==> config.mk <==
export PLATFORM = sky130hd
export DESIGN_NAME = sid_note_sequencer
export DESIGN_NICKNAME = d
export VERILOG_FILES = /design/src/rtl/sid_note_sequencer.sv
export SDC_FILE = /design/constraint.sdc
export NUM_CORES = 1
export LEC_CHECK = 0
export CELL_PAD_IN_SITES_DETAIL_PLACEMENT = 1
export CELL_PAD_IN_SITES_GLOBAL_PLACEMENT = 2
export CORE_MARGIN = 1.5
export CORE_UTILIZATION = 45
export CTS_CLUSTER_DIAMETER = 120
export DETAILED_ROUTE_END_ITERATION = 8
export PLACE_DENSITY = 0.87
export SLEW_MARGIN = 20
export SYNTH_ARGS = -nofsm -noshare
export SYNTH_HDL_FRONTEND = slang
export SYNTH_SLANG_ARGS = --single-unit
==> constraint.sdc <==
create_clock -name clk -period 6.4 [get_ports clk]
set_input_delay 0.96 -clock clk [delete_from_list [all_inputs] [get_ports clk]]
set_output_delay 0.96 -clock clk [all_outputs]
set_load 0.01 [all_outputs]
==> src/rtl/sid_note_sequencer.sv <==
// sid_note_sequencer
// Buffers host-written note entries in a small FIFO and plays them back on a
// prescaled tick. It drives sid_top's voice inputs and owns the GATE bit
// (waveform[0]) so ADSR attack/release land on note boundaries.
module sid_note_sequencer #(
  parameter int TICK_DIV = 50000,
  parameter int DEPTH    = 8
) (
  input  logic                   clk,
  input  logic                   rst,
  input  logic                   wr_valid,
  output logic                   wr_ready,
  input  logic [47:0]            wr_data,
  input  logic [7:0]             cfg_attack,
  input  logic [7:0]             cfg_sustain,
  input  logic                   enable,
  output logic [15:0]            frequency,
  output logic [7:0]             duration,
  output logic [7:0]             attack,
  output logic [7:0]             sustain,
  output logic [7:0]             waveform,
  output logic                   busy,
  output logic [$clog2(DEPTH):0] fifo_count,
  output logic                   underrun
);

  localparam int AW = $clog2(DEPTH);
  localparam int CW = AW + 1;
  localparam int PW = $clog2(TICK_DIV);
  localparam logic [PW-1:0] PRE_LAST   = PW'(TICK_DIV - 1);
  localparam logic [CW-1:0] FULL_COUNT = CW'(DEPTH);

  typedef enum logic [1:0] {IDLE, GATE_ON, GATE_OFF, GAP} state_t;

  state_t        state;
  logic [47:0]   mem [DEPTH];
  logic [AW-1:0] wr_ptr;
  logic [AW-1:0] rd_ptr;
  logic          push;
  logic          pop;
  logic          tick;
  logic [47:0]   head;
  logic          unused_wave0;
  logic [PW-1:0] prescaler;
  logic [8:0]    tick_cnt;
  logic [8:0]    tick_next;
  logic [8:0]    note_ticks;
  logic [7:0]    gate_ticks;

  // A push is refused whenever the FIFO is full, even if a pop frees a slot
  // in the same cycle; this keeps wr_ready a pure function of the count.
  assign wr_ready  = (fifo_count != FULL_COUNT);
  assign push      = wr_valid && wr_ready;
  assign pop       = ((state == IDLE) || (state == GAP)) && enable && (fifo_count != '0);
  assign head      = mem[rd_ptr];
  assign tick      = (prescaler == PRE_LAST);
  assign tick_next = tick_cnt + 9'd1;

  // The host's wave[0] is deliberately discarded: GATE belongs to the sequencer.
  assign unused_wave0 = head[24];

  // Entry storage; validity is tracked by the pointers, so no reset is needed.
  always_ff @(posedge clk) begin
    if (push) mem[wr_ptr] <= wr_data;
  end

  // FIFO pointers and occupancy; pointers wrap naturally at a power-of-two depth.
  always_ff @(posedge clk or posedge rst) begin
    if (rst) begin
      wr_ptr     <= '0;
      rd_ptr     <= '0;
      fifo_count <= '0;
    end else begin
      if (push) wr_ptr <= wr_ptr + AW'(1);
      if (pop)  rd_ptr <= rd_ptr + AW'(1);
      case ({push, pop})
        2'b10:   fifo_count <= fifo_count + CW'(1);
        2'b01:   fifo_count <= fifo_count - CW'(1);
        default: fifo_count <= fifo_count;
      endcase
    end
  end

  // Playback FSM: times gate and note lengths in ticks, inserts a one-clock
  // gate-low GAP between notes so back-to-back notes always retrigger.
  always_ff @(posedge clk or posedge rst) begin
    if (rst) begin
      state      <= IDLE;
      frequency  <= '0;
      duration   <= '0;
      attack     <= '0;
      sustain    <= '0;
      waveform   <= '0;
      busy       <= 1'b0;
      underrun   <= 1'b0;
      prescaler  <= '0;
      tick_cnt   <= '0;
      note_ticks <= '0;
      gate_ticks <= '0;
    end else begin
      underrun <= 1'b0;
      case (state)
        GATE_ON: begin
          prescaler <= tick ? '0 : prescaler + PW'(1);
          if (tick) begin
            tick_cnt <= tick_next;
            // Whichever of gate length or note length is reached first ends the gate.
            if ((tick_next == {1'b0, gate_ticks}) || (tick_next == note_ticks)) begin
              waveform[0] <= 1'b0;
              state       <= (tick_next == note_ticks) ? GAP : GATE_OFF;
            end
          end
        end
        GATE_OFF: begin
          prescaler <= tick ? '0 : prescaler + PW'(1);
          if (tick) begin
            tick_cnt <= tick_next;
            if (tick_next == note_ticks) state <= GAP;
          end
        end
        GAP: begin
          state    <= IDLE;
          busy     <= 1'b0;
          underrun <= enable && (fifo_count == '0);
        end
        default: ;
      endcase
      // Loading a note overrides whatever IDLE or GAP decided above.
      if (pop) begin
        frequency  <= head[47:32];
        duration   <= head[23:16];
        attack     <= cfg_attack;
        sustain    <= cfg_sustain;
        waveform   <= {head[31:25], (head[7:0] != 8'd0)};
        busy       <= 1'b1;
        prescaler  <= '0;
        tick_cnt   <= '0;
        note_ticks <= (head[15:8] == 8'd0) ? 9'd256 : {1'b0, head[15:8]};
        gate_ticks <= head[7:0];
        state      <= (head[7:0] != 8'd0) ? GATE_ON : GATE_OFF;
      end
    end
  end

endmodule

==> impl_metrics.tcl, run 1 <==
set metrics [dict create \
    startpoint "rd_ptr[2]$_DFFE_PP0P_" \
    antenna_cells 0 \
    ys_seq_elements 480 \
    grt_pass1_vias 10900 \
    wire_per_inst_microns 23.3 \
    synthXorXnorAreaFrac_pct 1.93 \
    detail_route.vias_per_cell 5.55 \
    antenna_found_initial 1 \
    cts-htree-levels 2 \
    synthCells 1076 \
    peakVddDrop_mv 0.303 \
    synth_ff_type "edfxtp_1" \
    rows 75 \
    cap_viol_max_count 0 \
    synth_fa_ha_area_share_pct 0.893 \
    cts.clk_slew.worst_paths_ns 0.06 \
    total_leakage_power_nw 7.66 \
    fin_skew_ns 0.0197 \
    final.min_clock_period_ns 3.51 \
    synth_cell_types 62 \
    final_nets 1289 \
    grt_pass1_wl_microns 65200 \
    fin_util_pct 53.9 \
    overflow 0 \
    worstSetupStartpointType "flop" \
    cts_root_buffer "clkbuf_16" \
    cts_tree "yes" \
    regArea_sq_um 13900 \
    relSlewSlack_pct 34.8 \
    synth_top_family_by_area "multiplexers" \
    synth_edf_count 376 \
    syn_avg_cell_area_sq_um 17.7 \
    n_fill_cell 3830 \
    insertion_delay_ns 0.58 \
    max_freq_mhz 285 \
    postCtsSetupBuffers 0 \
    dpl.hpwl_microns 23300 \
    portBuffers 121 \
    crit_fanout 44 \
    reg2reg_from "rd_ptr[2]$_DFFE_PP0P_" \
    worst_slew_pin_slew_ns 0.979 \
    holdCritPathClass "reg -> reg" \
    synth_area_sq_um 19100 \
    wl_microns 41700 \
    critPathKind "reg -> reg" \
    muxShareOfSynthArea_pct 13.7 \
    vias 9908 \
    multi_input_area_sq_um 4910 \
    initial_core_util_pct 45.5 \
    die_area_sq_um 43600 \
    cts_made_buffers 49 \
    first_iter_violations 619 \
    die_x_microns 209 \
    ctsResizeCount 0 \
    outcome "completed" \
    ys_async_sr_fraction_pct 21.7 \
    drcViolationCount 0 \
    antenna_left 0 \
    fin_crit_sh_pct 54.8 \
    drive_gt1_share_pct 16.6 \
    worst_ep_arrival_time_ns 3.96 \
    clock_sinks 480 \
    setup_tns_ns 0 \
    rsz0062_at_grt "false" \
    holdBufCountCts 0 \
    area_growth_pct 18.2 \
    clock_path_buffers 3 \
    setup_viol 0 \
    synth_compound_area_share_pct 3.75 \
    grt_usage_pct 19.8 \
    drv_slew 0 \
    synth_fp_nets 1157 \
    yosys_warnings 0 \
    synth-seq-area-share_pct 72.9 \
    die_h_microns 209 \
    fp.coreArea_sq_um 41900 \
    detail_route.first_pass.iterations 4 \
    ios 123 \
    crit_required_ns 6.85 \
    grt_max_degree 67 \
    gp_congestion 0.745 \
    p_per_area_nw_per_um2 334 \
    end_kind "flop" \
    hold_viol_final 0 \
    synth-simple-area-share_pct 5.25 \
    worstHoldStart "attack[2]$_DFFE_PP0P_" \
]
[cell usage after synthesis (2+ instances only)]
master     number  area share (%)
a22o_1          9            0.41
inv_1           9            0.18
a221oi_1        8            0.37
or3_1           4            0.13
mux2i_1        73             3.8
nand2_1       118             2.3
mux2_2          9            0.53
and4_1          2           0.092
o31ai_1         8            0.32
o2111ai_1       2           0.092
mux4_2         78             9.2
nor2_1         23            0.45
dfrtp_1       104              14
clkbuf_1       19            0.37
buf_6           3            0.18
nor2_2          2           0.066
xnor3_1         2            0.24
xor2_1         14            0.64
a21o_1          2           0.079
xnor2_1        21            0.96
or4_1           2           0.079
nand2b_1        6            0.20
nand4b_1        2           0.092
nand3_1         9            0.24
nand4_1         7            0.23
o41ai_2         2            0.17
nor2b_1         2           0.066
a211o_1         2           0.092
edfxtp_1      376              59
nor3_1          9            0.24
ha_1           12            0.79
a21oi_1         7            0.18
and3_1          4            0.13
and2_1          4            0.13
nor4_1          4            0.13
buf_1           9            0.18
o21ai_0        64             1.7
buf_2          19            0.50
buf_4           3            0.12
[final timing paths]
path | slack [ns] | depth (start not counted) | end
worst max-delay path | 2.89 | 8 | state[0]$_DFFE_PP0P_
worst min-delay path | 0.48 | 2 | attack[2]$_DFFE_PP0P_
worst max register to register | 2.89 | 8 | state[0]$_DFFE_PP0P_
worst min register to register | 0.48 | 2 | attack[2]$_DFFE_PP0P_
max in group asynchronous | 4.25 | 3 | note_ticks[3]$_DFFE_PP0P_
min in group asynchronous | 0.90 | 2 | fifo_count[3]$_DFFE_PP0P_
[layer usage]
layer | track usage (%) | up-vias | wire length [microns]
met5 | 0 | - | 17
met4 | 5.47 | 2 | 797
met3 | 4.04 | 59 | 2200
met2 | 34.0 | 227 | 21300
met1 | 25.6 | 5168 | 17400
li1 | - | 4452 | -
[where the power goes]
group / internal (mW) / switching (mW)
clock network: 1.80 / 1.18
registers: 3.78 / 0.120
logic: 0.214 / 0.424
total: 5.79 / 1.73
[cells by family after synthesis]
family / count (synthesis)
AOI/OAI and AO/OA: 111
xor gates and xnor gates: 38
adders and majority gates: 13
buffers and inverters: 64
DFF: 480
muxes: 161
and+or+nand+nor: 209
[sequential cells by signal, indices dropped and copies added, names as in the netlist]
| register | cells |
|---|---|
| wr_ptr | 3 |
| frequency | 16 |
| sustain | 8 |
| underrun | 1 |
| mem | 376 |
| tick_cnt | 9 |
| state | 2 |
| attack | 8 |
| prescaler | 16 |
| fifo_count | 4 |
| busy | 1 |
| gate_ticks | 8 |
| note_ticks | 9 |
| duration | 8 |
| waveform | 8 |
| rd_ptr | 3 |
[final cells by class]
type | instances | area share (%)
multi-input combinational | 532 | 21.8
clock buffer | 63 | 5.94
clock inverter | 27 | 1.53
inverter | 10 | 0.189
timing repair buffer | 135 | 5.90
tap | 539 | 2.99
sequential | 480 | 61.7
[cell usage in the layout, fill, tap and decap left out, types with 20 or more instances in the layout]
cell type | netlist | final
nor2_1 | 23 | 20
mux2i_1 | 73 | 73
xnor2_1 | 21 | 21
clkdlybuf4s50_1 | 0 | 121
mux4_2 | 78 | 78
edfxtp_1 | 376 | 376
clkbuf_16 | 0 | 49
dfrtp_1 | 104 | 101
o21ai_0 | 64 | 64
nand2_1 | 118 | 118
[worst max-delay path, cell delays in order (launching register included)]
cell,delay [ns]
dfrtp_2,0.34
buf_4,0.69
nor2b_1,0.75
a22o_1,0.24
a221oi_1,0.08
or4_1,0.60
o21ai_2,0.25
o311ai_1,0.14
mux2_4,0.29
[through the flow]
| step | total power [mW] | hold WS [ns] | area, sq um | cells | setup slack, ns |
|---|---|---|---|---|---|
| finish | 7.52 | 0.478 | 22500 | 1786 | 2.89 |
| global route | 7.78 | 0.510 | 22500 | 1786 | 2.72 |
| CTS | 7.61 | 0.486 | 22500 | 1786 | 2.83 |
| detailed placement | 4.61 | 0.472 | 20900 | 1696 | 2.50 |
| global placement | 4.56 | 0.459 | 20900 | 1696 | 2.57 |
| floorplan | 4.27 | 0.452 | 19100 | 1076 | 0.238 |
No activity file was read; power rests on OpenSTA's default activity.
==> inputs of run 2 (changes only) <==
Settings changed: CORE_UTILIZATION 45 to 40, PLACE_DENSITY 0.87 to 0.82.
Clock period 6.4 ns to 2.9 ns, I/O delays scaled along.
==> run 2 against run 1 <==
Utilization decreased by 5.1 points. Flip-flop and latch count unchanged. Register-to-register slack got worse by 2.7 ns. Largest cell class unchanged.
==> impl_metrics.tcl, run 2 (synthesis results as in run 1) <==
set metrics [dict create \
    regArea_sq_um 13900 \
    final_cells 1879 \
    fin_crit_sh_pct 92.2 \
    antenna_left 0 \
    n_fill_cell 4399 \
    reg.largest.list "mem x376, frequency x16, prescaler x16" \
    grt_pass1_vias 11100 \
    holdCritPathClass "in -> async" \
    insertion_delay_ns 0.59 \
    fin_skew_ns 0.0223 \
    mostFrequentLayoutCells "edfxtp_1 (376), clkdlybuf4s50_1 (121), nand2_1 (118)" \
    final.min_clock_period_ns 2.67 \
    holdBufCountCts 0 \
    hold_viol_final 0 \
    portBuffers 121 \
    cts_tree "yes" \
    detail_route.first_pass.iterations 4 \
    fin_ws_ns 0.227 \
    rsz0062_at_grt "false" \
    p_per_area_nw_per_um2 707 \
    fp.coreArea_sq_um 46800 \
    crit_required_ns 3.37 \
    cts_made_buffers 49 \
    final_nets 1311 \
    dp_cells 1786 \
    first_iter_violations 635 \
    ios 123 \
    setup_viol 0 \
    power.total_mw 16.1 \
    end_kind "flop" \
    die_x_microns 221 \
    max_freq_mhz 374 \
    worst_ep_arrival_time_ns 3.14 \
    grt_usage_pct 17.9 \
    detail_route.vias_per_cell 5.36 \
    total_leakage_power_nw 7.72 \
    gp_congestion 0.760 \
    fin_util_pct 48.8 \
    initial_core_util_pct 40.8 \
    crit_fanout 20 \
    peakVddDrop_mv 0.516 \
    wl_microns 42700 \
    overflow 0 \
    relSlewSlack_pct 44.1 \
    drv_slew 0 \
    vias 10100 \
    ctsResizeCount 0 \
    layout_commonest_cell "edfxtp_1" \
    worstSetupStartpointType "flop" \
    die_h_microns 221 \
    die_area_sq_um 49000 \
    hold_slack_ns 0.0976 \
    reg2reg_from "state[0]$_DFFE_PP0P_" \
    largest_register_ffs 376 \
    startpoint "state[0]$_DFFE_PP0P_" \
    area_growth_pct 19.6 \
    grt_max_degree 81 \
    grt_pass1_wl_microns 67000 \
    multi_input_area_sq_um 4940 \
    antenna_found_initial 4 \
    regMostFlops "mem" \
    cap_viol_max_count 0 \
    clock_sinks 480 \
    clock_path_buffers 3 \
    cts-htree-levels 2 \
    postCtsSetupBuffers 0 \
    drcViolationCount 0 \
    worst_slew_pin_slew_ns 0.839 \
    rows 79 \
    dpl.hpwl_microns 24300 \
    post-place-ws_ns 0.102 \
    cts.clk_slew.worst_paths_ns 0.06 \
    outcome "completed" \
    wire_per_inst_microns 22.7 \
    critPathKind "reg -> reg" \
    cts_root_buffer "clkbuf_16" \
    drive_gt1_share_pct 17.5 \
]
## run 2: critical path, stage by stage, from the launching register on
cell and delay [ns]:
dfrtp_1 0.44, inv_1 0.11, ha_1 0.37, nand3_4 0.21, inv_6 0.23, ha_1 0.23
ha_1 0.25, a21o_1 0.18, a21oi_1 0.18, xnor2_1 0.14, nor2_1 0.06, xor2_1 0.14
## run 2: cell type report
cell class              instances  area share, %
repair buffers                157           7.27
inverters                      10          0.203
flip-flops and latches        480           61.0
clock buffers                  66           5.75
diodes                          1         0.0110
clock inverters                26          0.785
well taps                     607           3.33
multi-input cells             532           21.7
## run 2: power by group
group / total, mW / internal, mW / switching, mW
combinational: 1.65 / 0.614 / 1.03
sequential: 8.56 / 8.32 / 0.247
clock: 5.90 / 3.27 / 2.63
## run 2: final timing paths
kind | to | slack (ns) | cells after the start
worst max register to register | fifo_count[3]$_DFFE_PP0P_ | 0.23 | 11
min in group clk | attack[0]$_DFFE_PP0P_ | 0.39 | 3
max in group asynchronous | frequency[8]$_DFFE_PP0P_ | 2.21 | 3
worst min register to register | sustain[2]$_DFFE_PP0P_ | 0.47 | 2
worst min-delay path | attack[4]$_DFFE_PP0P_ | 0.1 | 2
worst max-delay path | fifo_count[3]$_DFFE_PP0P_ | 0.23 | 11
## run 2: routing by layer
metal	track usage (%)	part of all wire [%]	up-vias
met5	0	0.10	-
met4	4.67	1.9	6
met3	3.74	5.2	70
met2	30.9	51	227
met1	23.1	42	5270
li1	-	-	4499
## run 2: stage by stage
stage	area [sq um]	setup TNS, ns
after CTS	22800	0
after floorplan	19100	-136.07
after global routing	22800	0
final	22800	0
after detailed placement	21300	0
after global placement	21300	0
==> inputs of run 3 (changes only) <==
Settings changed: GPL_TIMING_DRIVEN set to 0.
==> run 3 against run 2 <==
Via count rose by 3.0%. Critical endpoint is now state[0]$_DFFE_PP0P_. Sequential share of layout area fell by 2.1 points. Final area rose by 3.6%. Critical path depth fell by 2. Die area did not move. Clock power rose by 16%. Global-route usage rose by 1.6 points. Setup slack got worse by 0.12 ns. First-iteration DRC count fell by 5.0%. Combinational power rose by 12%.
==> impl_metrics.tcl, run 3 (synthesis results as in run 1) <==
set metrics [dict create \
    drv_slew 0 \
    first_iter_violations 603 \
    mostFrequentLayoutCells "edfxtp_1 (376), clkdlybuf4s50_1 (121), nand2_1 (117)" \
    fp.coreArea_sq_um 46800 \
    reg.largest.list "mem x376, frequency x16, prescaler x16" \
    grt_pass1_wl_microns 71300 \
    crit_top_cell "buf_6" \
    cts_tree "yes" \
    ios 123 \
    fin_skew_ns 0.0373 \
    fin_crit_sh_pct 96.2 \
    outcome "completed" \
    cts-htree-levels 2 \
    fin_util_pct 50.5 \
    final.min_clock_period_ns 2.79 \
    power.total_mw 17.3 \
    die_area_sq_um 49000 \
    area_growth_pct 23.9 \
    worst_slew_pin_slew_ns 0.991 \
    post-place-ws_ns -0.753 \
    max_freq_mhz 359 \
    hold_viol_final 0 \
    largest_register_ffs 376 \
    clock_path_buffers 3 \
    die_x_microns 221 \
    crit_fanout 10 \
    detail_route.vias_per_cell 5.36 \
    holdCritPathClass "in -> async" \
    portBuffers 121 \
    dpl.hpwl_microns 31200 \
    setup_viol 0 \
    place_area_sq_um 21700 \
    total_leakage_power_nw 8.13 \
    drive_gt1_share_pct 20.7 \
    met3_length_microns 2210 \
    gp_congestion 0.742 \
    p_per_area_nw_per_um2 732 \
    fin_ws_ns 0.111 \
    grt_pass1_vias 11300 \
    detail_route.first_pass.iterations 5 \
    grt_usage_pct 19.6 \
    end_kind "flop" \
    grt_max_degree 29 \
    max_stage_delay_ns 0.61 \
    wl_microns 47100 \
    relSlewSlack_pct 33.9 \
    die_h_microns 221 \
    wire_per_inst_microns 24.3 \
    highest_layer "met5" \
    holdBufCountCts 0 \
    route.met2.wl_microns 24100 \
    cts_made_buffers 50 \
    n_fill_cell 4363 \
    antenna_left 0 \
    drcViolationCount 0 \
    critPathKind "reg -> reg" \
    peakVddDrop_mv 0.562 \
    vias 10400 \
    rows 79 \
    cts_root_buffer "clkbuf_16" \
    worstSetupStartpointType "flop" \
    cp_slowest_cell "or4_1" \
    final_nets 1367 \
    overflow 0 \
    insertion_delay_ns 0.61 \
    regMostFlops "mem" \
    crit_required_ns 3.38 \
    clock_sinks 480 \
    cap_viol_max_count 0 \
    m1WireLength_microns 19600 \
    path_cells "clkbuf_1, buf_6, buf_6, mux2i_1, a221oi_1, or4_1, o21ai_4, o311ai_1, mux2_4" \
    setup_tns_ns 0 \
    layout_commonest_cell "edfxtp_1" \
    worst_ep_arrival_time_ns 3.27 \
    initial_core_util_pct 40.8 \
    cts.clk_slew.worst_paths_ns 0.06 \
    antenna_found_initial 4 \
    stdcell_area_sq_um 23600 \
]
run 3: changes by cell type in the layout (fill, tap and decap cells not counted), sizes merged:
cell    previous run  this run
buf               36        73
bufinv             1         9
clkbuf            66        80
clkinv            21        19
inv               10         9
run 3: path summary, 6_finish.rpt:
check / end / slack, ns / depth (start not counted) / startpoint
worst min-delay path: attack[4]$_DFFE_PP0P_ / 0.29 / 2 / rst
max in group asynchronous: tick_cnt[1]$_DFFE_PP0P_ / 1.78 / 4 / rst
worst max-delay path: state[0]$_DFFE_PP0P_ / 0.11 / 9 / rd_ptr[1]$_DFFE_PP0P_
worst max register to register: state[0]$_DFFE_PP0P_ / 0.11 / 9 / rd_ptr[1]$_DFFE_PP0P_
worst min register to register: sustain[7]$_DFFE_PP0P_ / 0.47 / 2 / sustain[7]$_DFFE_PP0P_
min in group clk: sustain[6]$_DFFE_PP0P_ / 0.37 / 3 / cfg_sustain[6]
run 3: power by group:
| group | switching (mW) | total, mW | internal [mW] | leakage, nW |
|---|---|---|---|---|
| logic | 1.07 | 1.84 | 0.770 | 2.46 |
| registers | 0.266 | 8.58 | 8.32 | 4.81 |
| clock network | 2.73 | 6.87 | 4.14 | 0.862 |
run 3: layout make-up:
cell class                      instances  area (sq um)  area share (%)
Sequential cell                       480         13900            58.9
Buffer                                 51           277            1.17
Antenna cell                            1          2.50          0.0106
Multi-Input combinational cell        532          4990            21.1
Tap cell                              607           759            3.22
Timing Repair Buffer                  161          1860            7.87
Clock inverter                         31           427            1.81
Inverter                               10          43.8           0.185
Clock buffer                           62          1360            5.74
run 3: worst max-delay path: cells and delay by family, from the launching register on:
family	cells	cell delay [ns]
AOI/OAI and AO/OA	3	0.51
buffers and inverters	3	0.61
muxes	2	0.54
DFF	1	0.40
and+or+nand+nor	1	0.61
run 3: metal layers:
layer / vias up / GRT usage (%)
li1: 4607 / -
met1: 5446 / 25.0
met2: 231 / 33.4
met3: 81 / 4.02
met4: 6 / 6.25
met5: - / 0
run 3: what timing repair did:
| action | 4_1_cts | 5_1_grt |
|---|---|---|
| buffers inserted | 4 | 2 |
| endpoints found under the hold margin | 0 | 0 |
| pin swaps | 1 | 2 |
| setup endpoints to repair | 21 | 19 |
| gates resized for setup | 12 | 14 |
run 3: per-stage QoR:
step,hold slack [ns],cells
2_1_floorplan,0.452,1076
3_3_place_gp,0.460,1804
3_5_place_dp,0.464,1838
4_1_cts,0.267,1933
5_1_grt,0.318,1935
6_report,0.287,1935
